--- src/rtl/lvds_frame_packer.sv ---
// Packs ADC sample groups into byte-wide LVDS TX lanes as fixed-length frames:
// sync beat, frame-counter beat, BEATS payload beats, then GAP_BEATS idle beats.
module lvds_frame_packer #(
  parameter int unsigned SAMPLE_W          = 14,
  parameter int unsigned LANES             = 4,
  parameter int unsigned SAMPLES_PER_FRAME = 256,
  parameter int unsigned GAP_BEATS         = 2,
  parameter logic [7:0]  SYNC_BYTE         = 8'hA5,
  parameter logic [7:0]  IDLE_BYTE         = 8'h00
) (
  input  logic                            lvds_parallel_clk,
  input  logic                            lvds_rst,
  input  logic                            enable,
  input  logic [(LANES/2)*SAMPLE_W-1:0]   s_data,
  input  logic                            s_valid,
  output logic                            s_ready,
  output logic [LANES*8-1:0]              lvds_tx_data,
  output logic                            frame_start,
  output logic [15:0]                     frame_cnt,
  output logic                            underrun,
  output logic                            underrun_sticky
);

  localparam int unsigned SLOTS   = LANES / 2;
  localparam int unsigned BEATS   = SAMPLES_PER_FRAME / SLOTS;
  localparam int unsigned CNT_MAX = (BEATS > GAP_BEATS) ? BEATS : GAP_BEATS;
  localparam int unsigned CNT_W   = (CNT_MAX > 1) ? $clog2(CNT_MAX) : 1;
  localparam logic [CNT_W-1:0] BEAT_LAST = CNT_W'(BEATS - 1);
  localparam logic [CNT_W-1:0] GAP_LAST  = CNT_W'((GAP_BEATS > 0) ? GAP_BEATS - 1 : 0);

  typedef enum logic [2:0] {
    ST_IDLE,
    ST_HDR,
    ST_CNT,
    ST_PAYLOAD,
    ST_GAP
  } state_t;

  state_t             state_q, state_d;
  logic [CNT_W-1:0]   cnt_q, cnt_d;
  logic [LANES*8-1:0] tx_q, tx_d;
  logic               frame_start_q, frame_start_d;
  logic [15:0]        frame_cnt_q, frame_cnt_d;
  logic               underrun_q, underrun_d;
  logic               sticky_q, sticky_d;
  logic [15:0]        slot_word;

  always_ff @(posedge lvds_parallel_clk) begin
    if (lvds_rst) begin
      state_q <= ST_IDLE;
      cnt_q   <= '0;
    end else begin
      state_q <= state_d;
      cnt_q   <= cnt_d;
    end
  end

  // cnt_q is shared: payload beat index in PAYLOAD, gap beat index in GAP.
  always_comb begin
    state_d = state_q;
    cnt_d   = cnt_q;
    unique case (state_q)
      ST_IDLE: if (enable) state_d = ST_HDR;
      ST_HDR:  state_d = ST_CNT;
      ST_CNT: begin
        state_d = ST_PAYLOAD;
        cnt_d   = '0;
      end
      ST_PAYLOAD: begin
        if (cnt_q == BEAT_LAST) begin
          cnt_d = '0;
          if (GAP_BEATS > 0) state_d = ST_GAP;
          else               state_d = enable ? ST_HDR : ST_IDLE;
        end else begin
          cnt_d = cnt_q + 1'b1;
        end
      end
      ST_GAP: begin
        if (cnt_q == GAP_LAST) begin
          cnt_d   = '0;
          state_d = enable ? ST_HDR : ST_IDLE;
        end else begin
          cnt_d = cnt_q + 1'b1;
        end
      end
      default: state_d = ST_IDLE;
    endcase
  end

  always_comb begin
    tx_d          = {LANES{IDLE_BYTE}};
    frame_start_d = 1'b0;
    frame_cnt_d   = frame_cnt_q;
    underrun_d    = 1'b0;
    slot_word     = '0;
    unique case (state_q)
      ST_HDR: begin
        tx_d          = {LANES{SYNC_BYTE}};
        frame_start_d = 1'b1;
      end
      ST_CNT: begin
        tx_d       = {LANES{SYNC_BYTE}};
        tx_d[7:0]  = frame_cnt_q[15:8];
        tx_d[15:8] = frame_cnt_q[7:0];
      end
      ST_PAYLOAD: begin
        underrun_d = ~s_valid;
        for (int unsigned j = 0; j < SLOTS; j++) begin
          slot_word = s_valid ? {{(16-SAMPLE_W){1'b0}}, s_data[j*SAMPLE_W +: SAMPLE_W]}
                              : 16'hFFFF;
          tx_d[(2*j)*8 +: 8]   = slot_word[15:8];
          tx_d[(2*j+1)*8 +: 8] = slot_word[7:0];
        end
        if (cnt_q == BEAT_LAST) frame_cnt_d = frame_cnt_q + 16'd1;
      end
      default: ;
    endcase
    sticky_d = sticky_q | underrun_d;
  end

  always_ff @(posedge lvds_parallel_clk) begin
    if (lvds_rst) begin
      tx_q          <= {LANES{IDLE_BYTE}};
      frame_start_q <= 1'b0;
      frame_cnt_q   <= '0;
      underrun_q    <= 1'b0;
      sticky_q      <= 1'b0;
    end else begin
      tx_q          <= tx_d;
      frame_start_q <= frame_start_d;
      frame_cnt_q   <= frame_cnt_d;
      underrun_q    <= underrun_d;
      sticky_q      <= sticky_d;
    end
  end

  assign s_ready         = (state_q == ST_PAYLOAD);
  assign lvds_tx_data    = tx_q;
  assign frame_start     = frame_start_q;
  assign frame_cnt       = frame_cnt_q;
  assign underrun        = underrun_q;
  assign underrun_sticky = sticky_q;

endmodule
--- config.mk ---
export PLATFORM = sky130hd
export DESIGN_NAME = lvds_frame_packer
export DESIGN_NICKNAME = d
export VERILOG_FILES = /design/src/rtl/lvds_frame_packer.sv
export SDC_FILE = /design/constraint.sdc
export NUM_CORES = 1
export LEC_CHECK = 0
export CAP_MARGIN = 20
export CORE_UTILIZATION = 24
export DETAILED_ROUTE_END_ITERATION = 16
export SYNTH_ARGS = -nofsm -noshare
export SYNTH_HDL_FRONTEND = slang
export SYNTH_SLANG_ARGS = --single-unit
--- constraint.sdc ---
create_clock -name lvds_parallel_clk -period 3.1 [get_ports lvds_parallel_clk]
set_clock_uncertainty 0.15 [all_clocks]
set_input_delay 0.31 -clock lvds_parallel_clk [delete_from_list [all_inputs] [get_ports lvds_parallel_clk]]
set_output_delay 0.31 -clock lvds_parallel_clk [all_outputs]
set_load 0.03 [all_outputs]
==> impl_metrics.env <==
export IMPL_p_int_mw=1.173
export IMPL_p_seq_share_pct=51.3
export IMPL_min_period_over_period_pct=75.14
export IMPL_reg2reg_to="frame_cnt[15]$_SDFFE_PP0P_"
export IMPL_met3_usage_pct=2.870
export IMPL_fin_ws_ns=0.7708
export IMPL_numCtsBuffers=9
export IMPL_switching_share_pct=26.10
export IMPL_port_buffers=83
export IMPL_syn_area_per_cell_um2=8.854
export IMPL_crit_chain="nand3b_4 > inv_2 > clkdlybuf4s50_1"
export IMPL_synth_seq_area_share_pct=47.11
export IMPL_switching_power_uw=414.4
export IMPL_slowest_stage="clkdlybuf4s50_1"
export IMPL_timing_rr_start="cnt_q[0]$_SDFFE_PP0P_"
export IMPL_cp_depth=3
export IMPL_vias=2344
export IMPL_routed_wl_um=6937
export IMPL_die_area_um2=11040
export IMPL_cts_htree_levels=3
export IMPL_ys_seq_elements=60
export IMPL_cp_end_kind="output port"
export IMPL_diodes=0
export IMPL_grt_first_pass_wirelength_um=11400
export IMPL_final_common_cell="clkdlybuf4s50_1"
export IMPL_layout_nets=405
export IMPL_status="finished, final reports clean"
export IMPL_tightest_slew_ns=0.8474
export IMPL_wl_per_cell_um=13.60
export IMPL_drt_iter0_drc=134
export IMPL_setup_tns_ns=0
export IMPL_use_met2_pct=20.20
export IMPL_hold_viol=0
export IMPL_p_per_area_nw_per_um2=436.7
export IMPL_power_leakage_nw=1.411
export IMPL_period_minus_slack_ns=2.329
export IMPL_mostFrequentLayoutCells="83 x clkdlybuf4s50_1, 60 x dfxtp_1, 37 x nand2_1"
export IMPL_grt_pass1_vias=2274
export IMPL_post_cts_setup_buffers=0
export IMPL_top_usage_layer="met2"
export IMPL_cts_resized=0
export IMPL_gp_congestion=0.7425
export IMPL_maxCapViolCount=0
export IMPL_syn_to_final_growth_pct=42.59
export IMPL_path_delay_family="buffers and inverters"
export IMPL_slowest_delay_ns=0.67
export IMPL_synth_distinct_cells=47
export IMPL_grt_max_degree=19
export IMPL_hold_class="reg2reg"
export IMPL_drtPass1Iterations=4
export IMPL_crit_end="s_ready"
export IMPL_cp_num_buf_inv=2
export IMPL_clockBufferDepth=2
export IMPL_slew_headroom_pct=43.39
export IMPL_syn_inst=288
export IMPL_critPathRequiredTime_ns=2.64
export IMPL_cts_sinks=60
export IMPL_overflow=0
export IMPL_use_met1_pct=17.34
export IMPL_num_io_pins=84
export IMPL_cp_start_kind="flop"
export IMPL_fmax_ghz=0.4293
export IMPL_drtAntennaViolNets=0
export IMPL_core_um2=10320
export IMPL_grtUsageTotal_pct=13.25
export IMPL_rows=37
export IMPL_ys_flop_type="dfxtp_1"
export IMPL_hold_buffers=0
export IMPL_die_height_um=105.1
export IMPL_syn_num_nets=323
export IMPL_dp_hpwl_um=5018
export IMPL_synthesis_area_um2=2550
export IMPL_cp_max_fo=14
export IMPL_remaining_drc_errors=0
export IMPL_r2r_slack_ns=0.86
export IMPL_nFillCells=1086
export IMPL_clockPowerShare_pct=35.9
export IMPL_drv_slew=0
export IMPL_synth_edf_count=0
export IMPL_start_util_pct=24.70
export IMPL_antenna_found_initial=0
export IMPL_cts_tree="built"
export IMPL_clkTransAtPathRegs_ns=0.06
export IMPL_p_comb_share_pct=12.8
export IMPL_rsz0062_at_grt="false"
export IMPL_clockRootBuffer="clkbuf_8"
export IMPL_post_place_ws_ns=0.8525
export IMPL_yosys_warnings=0
export IMPL_ff2ff_path_depth=5
export IMPL_die_w_um=105.1
export IMPL_async_flop_share_pct=0
export IMPL_viasPerCell=4.596
export IMPL_layout_drive_gt1_share_pct=7.219
export IMPL_setup_violations=0
export IMPL_ir_drop_v=0.0001483
export IMPL_critPathKind="reg2out"
export IMPL_insertion_delay_ns=0.33
export IMPL_startpoint="state_q[1]$_SDFFE_PP0P_"
export IMPL_arrival_ns=1.87
==> sequential cells by signal (all words and copies together) (netlist names) <==
signal / count
lvds_tx_data: 31
frame_cnt: 16
cnt_q: 7
state_q: 3
frame_start: 1
underrun: 1
underrun_sticky: 1
==> cell usage after synthesis, types with 5 or more instances <==
cell type / n / area (um2)
nand3_1: 6 / 30.03
and3_1: 5 / 31.28
inv_1: 14 / 52.55
nor2_1: 16 / 60.06
or4_1: 6 / 45.04
dfxtp_1: 60 / 1201
o21ai_0: 17 / 85.08
clkbuf_1: 7 / 26.28
nor2b_1: 12 / 75.07
nand2_1: 37 / 138.9
o31ai_1: 6 / 45.04
or3_1: 7 / 43.79
a21oi_1: 34 / 170.2
a22oi_1: 7 / 52.55
==> how the worst min path moves through the flow <==
stage	from	endpoint	slack (ns)	cells after the start
finish	underrun_sticky$_SDFF_PP0_	underrun_sticky$_SDFF_PP0_	0.33	2
global route	s_data[26]	lvds_tx_data[20]$_SDFF_PP0_	0.36	3
CTS	cnt_q[6]$_SDFFE_PP0P_	cnt_q[6]$_SDFFE_PP0P_	0.34	2
detailed placement	underrun_sticky$_SDFF_PP0_	underrun_sticky$_SDFF_PP0_	0.33	2
global placement	underrun_sticky$_SDFF_PP0_	underrun_sticky$_SDFF_PP0_	0.32	2
floorplan	s_data[22]	lvds_tx_data[16]$_SDFF_PP0_	0.27	2
==> cells by family after synthesis <==
family                   Yosys count  share of synthesized area, %
AND/OR/NAND/NOR                  114                         26.74
AO/OA/AOI/OAI                     77                         17.52
flip-flops                        60                         47.10
buffers and inverters             30                         5.643
adder cells (fa/ha/maj)            3                         1.472
XOR/XNOR                           2                        0.6871
multiplexers                       2                        0.8341
==> metrics by stage <==
step | cell area (um2) | utilization, % | hold slack [ns] | cells | power (mW)
6_report | 3636 | 35.22 | 0.3310 | 510 | 1.588
4_1_cts | 3636 | 35.22 | 0.3402 | 510 | 1.611
3_5_place_dp | 3486 | 33.77 | 0.3278 | 495 | 1.035
2_1_floorplan | 2550 | - | 0.2673 | 288 | 0.9335
3_3_place_gp | 3486 | 33.77 | 0.3232 | 495 | 1.033
5_1_grt | 3636 | 35.22 | 0.3612 | 510 | 1.668
==> metal layers <==
metal | vias up | wire, um
met5 | - | 0
met4 | 0 | 174
met3 | 13 | 452
met2 | 78 | 3061
met1 | 1073 | 3248
li1 | 1180 | -
==> worst min-delay path, stage by stage, from the launching register on <==
cell and delay, ns:
dfxtp_1 0.33, nor2_1 0.05, nor2_1 0.07
==> power by group through the flow <==
| stage | clock (mW) | combinational, mW | sequential, mW |
|---|---|---|---|
| after global placement | 0 | 0.202 | 0.831 |
| after CTS | 0.592 | 0.205 | 0.814 |
| after floorplan | 0 | 0.0639 | 0.870 |
| after detailed placement | 0 | 0.204 | 0.831 |
| after global routing | 0.633 | 0.217 | 0.817 |
| final | 0.571 | 0.203 | 0.814 |
==> layout make-up <==
cell class	instances	area, um2	area share [%]
Multi-Input combinational cell	198	1205	33.14
Clock inverter	3	15.01	0.4129
Inverter	15	56.30	1.549
Clock buffer	12	135.1	3.716
Sequential cell	60	1201	33.04
Tap cell	136	170.2	4.680
Timing Repair Buffer	86	853.3	23.47
Power figures use the tool's default switching activity.
